===== src/rtl/regfile_param_sweep_if.sv =====
// Bus interface for regfile_param_sweep: the write port, packed read ports,
// the clear request and the status flags. The master drives the inputs and
// the slave (the register file) drives the outputs.
interface regfile_param_sweep_if #(
   parameter int DATA_W = 32,
   parameter int ADDR_W = 5,
   parameter int NUM_RD = 2
);
   logic                     i_reg_write;
   logic [ADDR_W-1:0]        i_write_reg_no;
   logic [DATA_W-1:0]        i_write_data;
   logic [NUM_RD*ADDR_W-1:0] i_read_reg;
   logic [NUM_RD*DATA_W-1:0] o_read_data;
   logic                     i_clear_req;
   logic                     o_busy;
   logic                     o_clear_done;
   logic                     o_write_drop;

   modport master (
      output i_reg_write, i_write_reg_no, i_write_data, i_read_reg, i_clear_req,
      input  o_read_data, o_busy, o_clear_done, o_write_drop
   );

   modport slave (
      input  i_reg_write, i_write_reg_no, i_write_data, i_read_reg, i_clear_req,
      output o_read_data, o_busy, o_clear_done, o_write_drop
   );
endinterface


===== src/rtl/regfile_param_sweep.sv =====
// Parametrised multi-read-port register file for the single-cycle MIPS
// datapath. Optional hardwired-zero entry 0 and write-to-read bypass, plus a
// clear engine that zeroes one entry per cycle while reporting Busy, and pulses
// ClearDone once the last entry has been swept.
module regfile_param_sweep #(
   parameter int DATA_W   = 32,
   parameter int ADDR_W   = 5,
   parameter int NUM_RD   = 2,
   parameter int ZERO_REG = 1,
   parameter int BYPASS   = 1
) (
   input  logic                  i_clock,
   input  logic                  i_reset,
   regfile_param_sweep_if.slave  bus
);

   localparam int NUM_REGS = 2 ** ADDR_W;

   typedef enum logic {
      S_IDLE  = 1'b0,
      S_CLEAR = 1'b1
   } state_t;

   state_t              r_state;
   state_t              w_state_nxt;
   logic [ADDR_W-1:0]   r_ptr;
   logic [ADDR_W-1:0]   w_ptr_nxt;
   logic                r_clear_done;
   logic                w_clear_done_nxt;
   logic                r_write_drop;
   logic                w_busy;
   logic                w_wr_en;
   logic [DATA_W-1:0]   r_mem [NUM_REGS];
   logic [DATA_W-1:0]   w_rd_port [NUM_RD];
   logic [NUM_RD*DATA_W-1:0] w_read_data;

   // Busy comes straight from the state register, so it has no input-to-output path.
   assign w_busy = (r_state == S_CLEAR);

   // A write lands only when the sweep is idle and it does not target a hardwired zero.
   assign w_wr_en = bus.i_reg_write && !w_busy &&
                    !((ZERO_REG != 0) && (bus.i_write_reg_no == '0));

   // Next-state logic for the clear sweep.
   always_comb begin
      // NOTE: every combinational output gets a default first so no path leaves it unassigned (no latch).
      w_state_nxt      = r_state;
      w_ptr_nxt        = r_ptr;
      w_clear_done_nxt = 1'b0;
      unique case (r_state)
         S_IDLE: begin
            if (bus.i_clear_req) begin
               w_state_nxt = S_CLEAR;
               w_ptr_nxt   = '0;
            end
         end
         S_CLEAR: begin
            // Incrementing from the last entry wraps to 0 on the same edge that leaves CLEAR.
            w_ptr_nxt = r_ptr + 1'b1;
            if (r_ptr == ADDR_W'(NUM_REGS - 1)) begin
               w_state_nxt      = S_IDLE;
               w_clear_done_nxt = 1'b1;
            end
         end
         default: begin
            w_state_nxt = S_IDLE;
         end
      endcase
   end

   // State, pointer and status flag registers; reset aborts any sweep in progress.
   always_ff @(posedge i_clock) begin
      // NOTE: sequential state uses non-blocking assignments so every register samples pre-edge values.
      if (i_reset) begin
         r_state      <= S_IDLE;
         r_ptr        <= '0;
         r_clear_done <= 1'b0;
         r_write_drop <= 1'b0;
      end else begin
         r_state      <= w_state_nxt;
         r_ptr        <= w_ptr_nxt;
         r_clear_done <= w_clear_done_nxt;
         r_write_drop <= bus.i_reg_write && w_busy;
      end
   end

   // Storage array: reset, sweep clear, or normal write, in that priority.
   always_ff @(posedge i_clock) begin
      // NOTE: this array is reset on purpose -- the file must read all zeros after reset, which makes it flops rather than RAM.
      if (i_reset) begin
         for (int i = 0; i < NUM_REGS; i++) begin
            r_mem[i] <= '0;
         end
      end else if (w_busy) begin
         r_mem[r_ptr] <= '0;
      end else if (w_wr_en) begin
         r_mem[bus.i_write_reg_no] <= bus.i_write_data;
      end
   end

   // Per-port combinational read: zero register beats bypass, bypass beats stored value.
   for (genvar k = 0; k < NUM_RD; k++) begin : g_rd
      logic [ADDR_W-1:0] w_addr;
      assign w_addr = bus.i_read_reg[k*ADDR_W +: ADDR_W];
      assign w_rd_port[k] =
         ((ZERO_REG != 0) && (w_addr == '0))                          ? '0 :
         ((BYPASS != 0) && w_wr_en && (w_addr == bus.i_write_reg_no)) ? bus.i_write_data :
                                                                        r_mem[w_addr];
   end

   // Pack the per-port results onto the bus.
   always_comb begin
      w_read_data = '0;
      for (int k = 0; k < NUM_RD; k++) begin
         w_read_data[k*DATA_W +: DATA_W] = w_rd_port[k];
      end
   end

   assign bus.o_read_data  = w_read_data;
   assign bus.o_busy       = w_busy;
   assign bus.o_clear_done = r_clear_done;
   assign bus.o_write_drop = r_write_drop;

endmodule


===== src/flat_wrapper.sv =====
// flat-port wrapper written by rule: the top's interface ports become plain ports
module regfile_param_sweep_flat 
#(
   parameter int DATA_W   = 32,
   parameter int ADDR_W   = 5,
   parameter int NUM_RD   = 2,
   parameter int ZERO_REG = 1,
   parameter int BYPASS   = 1
)
  (i_clock, i_reset, bus_i_reg_write, bus_i_write_reg_no, bus_i_write_data, bus_i_read_reg, bus_i_clear_req, bus_o_read_data, bus_o_busy, bus_o_clear_done, bus_o_write_drop);
  regfile_param_sweep_if #(.DATA_W(DATA_W), .ADDR_W(ADDR_W), .NUM_RD(NUM_RD)) bus_i ();
  input  logic i_clock;
  input  logic i_reset;
  input wire logic [$bits(bus_i.i_reg_write)-1:0] bus_i_reg_write;
  input wire logic [$bits(bus_i.i_write_reg_no)-1:0] bus_i_write_reg_no;
  input wire logic [$bits(bus_i.i_write_data)-1:0] bus_i_write_data;
  input wire logic [$bits(bus_i.i_read_reg)-1:0] bus_i_read_reg;
  input wire logic [$bits(bus_i.i_clear_req)-1:0] bus_i_clear_req;
  output wire logic [$bits(bus_i.o_read_data)-1:0] bus_o_read_data;
  output wire logic [$bits(bus_i.o_busy)-1:0] bus_o_busy;
  output wire logic [$bits(bus_i.o_clear_done)-1:0] bus_o_clear_done;
  output wire logic [$bits(bus_i.o_write_drop)-1:0] bus_o_write_drop;
  assign bus_i.i_reg_write = bus_i_reg_write;
  assign bus_i.i_write_reg_no = bus_i_write_reg_no;
  assign bus_i.i_write_data = bus_i_write_data;
  assign bus_i.i_read_reg = bus_i_read_reg;
  assign bus_i.i_clear_req = bus_i_clear_req;
  assign bus_o_read_data = bus_i.o_read_data;
  assign bus_o_busy = bus_i.o_busy;
  assign bus_o_clear_done = bus_i.o_clear_done;
  assign bus_o_write_drop = bus_i.o_write_drop;
  regfile_param_sweep #(.DATA_W(DATA_W), .ADDR_W(ADDR_W), .NUM_RD(NUM_RD), .ZERO_REG(ZERO_REG), .BYPASS(BYPASS)) u_core (.i_clock(i_clock), .i_reset(i_reset), .bus(bus_i));
endmodule

===== config.mk =====
export PLATFORM = sky130hd
export DESIGN_NAME = regfile_param_sweep_flat
export DESIGN_NICKNAME = d
export VERILOG_FILES = /design/src/rtl/regfile_param_sweep_if.sv /design/src/rtl/regfile_param_sweep.sv /design/src/flat_wrapper.sv
export SDC_FILE = /design/constraint.sdc
export NUM_CORES = 2
export LEC_CHECK = 0
export ABC_CLOCK_PERIOD_IN_PS = 3800
export BUFFER_PORTS_ARGS = -buffer_cell sky130_fd_sc_hd__clkbuf_2
export CAP_MARGIN = 5
export CORE_ASPECT_RATIO = 1.2
export CORE_MARGIN = 2
export CORE_UTILIZATION = 35
export CTS_CLUSTER_SIZE = 25
export DETAILED_ROUTE_END_ITERATION = 8
export PLACE_DENSITY = 0.47
export SETUP_SLACK_MARGIN = 0.1
export SYNTH_ARGS = -nofsm -noshare
export SYNTH_HDL_FRONTEND = slang
export SYNTH_SLANG_ARGS = --single-unit
export TNS_END_PERCENT = 30

===== constraint.sdc =====
create_clock -name i_clock -period 3.8 [get_ports i_clock]
set_clock_uncertainty 0.1 [all_clocks]
set_input_delay 0.19 -clock i_clock [delete_from_list [all_inputs] [get_ports i_clock]]
set_output_delay 0.19 -clock i_clock [all_outputs]
set_load 0.02 [all_outputs]

==> impl_metrics.sql <==
INSERT INTO impl_metrics (metric_group, metric, value, unit) VALUES
('sta', 'setup_repair_after_global_routing_missed_its_margin', 'true', ''),
('critical_path', 'path_max_fanout', '32', ''),
('synth', 'postSynth.asyncResetShare', '0', ''),
('sta', 'totalNegativeSetupSlack', '0', 'ns'),
('critical_path', 'crit_path_max_incr_delay', '0.51', 'ns'),
('synth', 'number_of_enable_type_register_cells_in_the_synthesized_netlist', '1024', ''),
('global_routing', 'grt_first_pass_wirelength', '297', 'mm'),
('layout', 'post-route-util', '0.403', ''),
('sta', 'relSlewSlack', '0.331', ''),
('critical_path', 'path_common_cell', 'sky130_fd_sc_hd__buf_4', ''),
('critical_path', 'reg2reg_depth', '9', ''),
('synth', 'ys_ff_latch', '1032', ''),
('layout', 'post_synthesis_to_final_layout_area_growth', '14.8', '%'),
('hold_path', 'min-delay-start', 'bus_i_write_data[15]', ''),
('power', 'peakVddDrop', '0.361', 'mV'),
('floorplanning', 'std_cell_rows', '157', ''),
('critical_path', 'crit_path_start_kind', 'flop', ''),
('route', 'routed_length_per_placed_instance', '34.3', 'µm'),
('sta', 'maxSlewViolCount', '0', ''),
('power', 'p_per_area', '453', 'nW/µm²'),
('hold_path', 'holdPathEnd', 'u_core.r_mem[2][15]$_SDFFCE_PN0P_', ''),
('critical_path', 'regToRegStartpoint', 'u_core.bus.o_busy$_SDFF_PP0_', ''),
('critical_path', 'critical_path.slowest_cell', 'sky130_fd_sc_hd__nor4_2', ''),
('global_routing', 'global_route.overflow_total', '0', ''),
('critical_path', 'critical_path_arrival', '3.47', 'ns'),
('clock_tree', 'cts_tree', 'yes', ''),
('run', 'drv.max_cap_violation_count', '0', ''),
('critical_path', 'end_kind', 'output pin', ''),
('sta', 'tightest_slew', '1.00', 'ns'),
('layout', 'layout-drive-gt1-share', '0.249', ''),
('hold_path', 'min-delay-path-class', 'in2reg', ''),
('clock_tree', 'insertion_delay', '0.73', 'ns'),
('route', 'via_count', '37984', ''),
('sta', 'fmax', '266', 'MHz'),
('sta', 'number_of_failing_setup_endpoints_in_the_final_timing_report', '0', ''),
('critical_path', 'setup.worst_path.class', 'reg2out', ''),
('clock_tree', 'numCtsBuffers', '107', ''),
('hold_path', 'min_delay_path_depth', '4', ''),
('status', 'outcome', 'finished, final reports clean', ''),
('clock_tree', 'clock_pin_slew_of_the_registers_on_the_worst_case_setup_and_hold_paths', '0.06', 'ns'),
('power', 'cellLeakagePower', '21.0', 'nW'),
('layout', 'layout_common_cells', 'sky130_fd_sc_hd__nor2_1 (1041), sky130_fd_sc_hd__edfxtp_1 (1024), sky130_fd_sc_hd__mux4_2 (371), sky130_fd_sc_hd__mux2i_1 (266), sky130_fd_sc_hd__buf_4 (240)', ''),
('sta', 'finalHoldViolations', '0', ''),
('floorplanning', 'design.portCount', '118', ''),
('layout', 'most_common_cell_after_layout_fill_and_taps_aside', 'sky130_fd_sc_hd__nor2_1', ''),
('critical_path', 'reg_to_reg_endpoint', 'u_core.r_mem[30][11]$_SDFFCE_PN0P_', ''),
('floorplanning', 'initial_utilization', '0.351', ''),
('floorplanning', 'die_h', '432', 'µm'),
('sta', 'finalCriticalPeriod', '3.76', 'ns'),
('route', 'drt_pass1_iterations', '6', ''),
('clock_tree', 'number_of_h_tree_levels', '3', ''),
('synth', 'post_synth_num_cell_types', '67', ''),
('floorplanning', 'core_region', '152000', 'µm²'),
('synth', 'synth_ff_type', 'sky130_fd_sc_hd__edfxtp_1', ''),
('placed_design', 'gpl.final_weighted_congestion', '0.857', ''),
('global_routing', 'gr-usage-all-layers', '0.272', ''),
('synth', 'synthesis.instances', '4057', ''),
('placed_design', 'dp.final_hpwl', '136', 'mm'),
('critical_path', 'rrSetupSlack', '0.66', 'ns'),
('route', 'total_drc_errors_in_the_routed_layout', '0', ''),
('placed_design', 'placement.io_buffers', '117', ''),
('floorplanning', 'die_area', '156000', 'µm²'),
('clock_tree', 'root_driver', 'sky130_fd_sc_hd__clkbuf_16', ''),
('global_routing', 'grt_max_degree', '73', ''),
('global_routing', 'grt_pass1_vias', '37411', ''),
('synth', 'synth-seq-area-share', '0.578', ''),
('route', 'drt-initial-drc-count', '4521', ''),
('clock_tree', 'clock_tree.buffer_depth', '3', ''),
('layout', 'layout.nets', '4228', ''),
('route', 'drt-total-wl', '214', 'mm'),
('critical_path', 'crit_chain', 'nor2b_1 -> o21ai_1 -> nor4_2 -> buf_4 -> buf_4 -> a22oi_1 -> o21ai_0 -> clkbuf_2', '');
per-layer routing:
metal | wire [µm] | global-route usage | up-vias | part of all wire
li1 | - | - | 15655 | -
met1 | 85700 | 0.363 | 19951 | 0.40
met2 | 103000 | 0.442 | 1963 | 0.48
met3 | 17300 | 0.0449 | 411 | 0.080
met4 | 8710 | 0.110 | 4 | 0.041
met5 | 23 | 0 | - | 0.00011
worst max-delay path by stage:
stage | cells past startpoint | end | slack [ns] | from
6_report | 8 | bus_o_read_data[1] | 0.04 | u_core.bus.o_busy$_SDFF_PP0_
4_1_cts | 7 | bus_o_read_data[53] | 0.10 | u_core.bus.o_busy$_SDFF_PP0_
3_5_place_dp | 9 | bus_o_read_data[27] | 0.22 | bus_i_read_reg[0]
3_3_place_gp | 9 | bus_o_read_data[27] | 0.21 | bus_i_read_reg[0]
2_1_floorplan | 9 | u_core.r_mem[26][0]$_SDFFCE_PN0P_ | 0.59 | bus_i_write_reg_no[1]
5_1_grt | 8 | bus_o_read_data[27] | 0.03 | u_core.bus.o_busy$_SDFF_PP0_
cell type report:
type / instances / area [µm²]
diodes: 1 / 2.50
well taps: 1987 / 2490
flip-flops and latches: 1032 / 30900
clock inverters: 69 / 787
repair buffers: 407 / 3290
inverters: 10 / 37.5
multi-input cells: 2617 / 21000
fillers: 14145 / 90900
clock buffers: 128 / 2820
Yosys cell counts (8+ instances only):
| cell type | instances | share of area |
|---|---|---|
| sky130_fd_sc_hd__nor2_1 | 1045 | 0.073 |
| sky130_fd_sc_hd__edfxtp_1 | 1024 | 0.58 |
| sky130_fd_sc_hd__mux4_2 | 371 | 0.16 |
| sky130_fd_sc_hd__mux2i_1 | 266 | 0.050 |
| sky130_fd_sc_hd__clkbuf_1 | 263 | 0.018 |
| sky130_fd_sc_hd__nand2_1 | 208 | 0.015 |
| sky130_fd_sc_hd__buf_2 | 121 | 0.011 |
| sky130_fd_sc_hd__o21ai_0 | 94 | 0.0088 |
| sky130_fd_sc_hd__a221oi_1 | 86 | 0.014 |
| sky130_fd_sc_hd__a21oi_1 | 67 | 0.0063 |
| sky130_fd_sc_hd__o22ai_1 | 58 | 0.0068 |
| sky130_fd_sc_hd__a22oi_1 | 57 | 0.0080 |
| sky130_fd_sc_hd__mux2_2 | 46 | 0.0097 |
| sky130_fd_sc_hd__nand3_1 | 39 | 0.0037 |
| sky130_fd_sc_hd__buf_1 | 35 | 0.0025 |
| sky130_fd_sc_hd__a211oi_1 | 29 | 0.0041 |
| sky130_fd_sc_hd__nor2b_1 | 23 | 0.0027 |
| sky130_fd_sc_hd__o211ai_1 | 20 | 0.0028 |
| sky130_fd_sc_hd__a221o_1 | 18 | 0.0034 |
| sky130_fd_sc_hd__a31oi_1 | 17 | 0.0020 |
| sky130_fd_sc_hd__a32oi_1 | 15 | 0.0025 |
| sky130_fd_sc_hd__nor3_1 | 12 | 0.0011 |
| sky130_fd_sc_hd__and3_1 | 10 | 0.0012 |
| sky130_fd_sc_hd__a21o_1 | 8 | 0.0011 |
| sky130_fd_sc_hd__a222oi_1 | 8 | 0.0015 |
| sky130_fd_sc_hd__dfxtp_1 | 8 | 0.0030 |
repair_timing:
item	4_1_cts	5_1_grt
setup buffers	0	0
resized for setup	6	4
hold endpoints to repair	246	0
gates cloned	0	0
hold buffers	17	0
endpoints found under the setup margin	11	16
where the power goes:
group | internal, mW | switching, mW
Clock | 6.42 | 4.74
Sequential | 12.9 | 0.213
Combinational | 1.26 | 2.29
sequential cells by signal, summed over array words and instances, names as in the netlist:
signal                   flops
u_core.r_ptr                 5
u_core.r_mem              1024
u_core.bus.o_write_drop      1
u_core.bus.o_clear_done      1
u_core.bus.o_busy            1
kinds of logic (layout without fill, tap and decap cells):
group / after synthesis / in the layout / synth area share
other cells: 1 / 33 / 0.0000701
compound gates: 509 / 509 / 0.0670
fa+ha+maj: 2 / 2 / 0.000468
xor+xnor: 10 / 10 / 0.00164
flops: 1032 / 1032 / 0.578
mux: 683 / 683 / 0.216
simple gates: 1381 / 1381 / 0.102
buf+inv: 439 / 614 / 0.0348
critical path, delay by kind of cell, from the launching register on:
family,cells,cell delay [ns]
AO/OA/AOI/OAI,3,0.76
flip-flops,1,0.31
AND/OR/NAND/NOR,2,0.68
buffers and inverters,3,0.98
stage by stage:
step,cells,hold slack (ns),area (µm²),setup WS [ns],power (mW)
2_1_floorplan,4088,0.236,53600,0.593,15.3
6_report,6251,0.0379,61400,0.0364,27.8
5_1_grt,6250,0.0617,61400,0.0259,28.5
3_5_place_dp,6036,0.362,57600,0.219,16.8
4_1_cts,6250,0.000235,61400,0.104,27.9
3_3_place_gp,6036,0.379,57600,0.211,16.8
(Power assumes the default switching activity.)
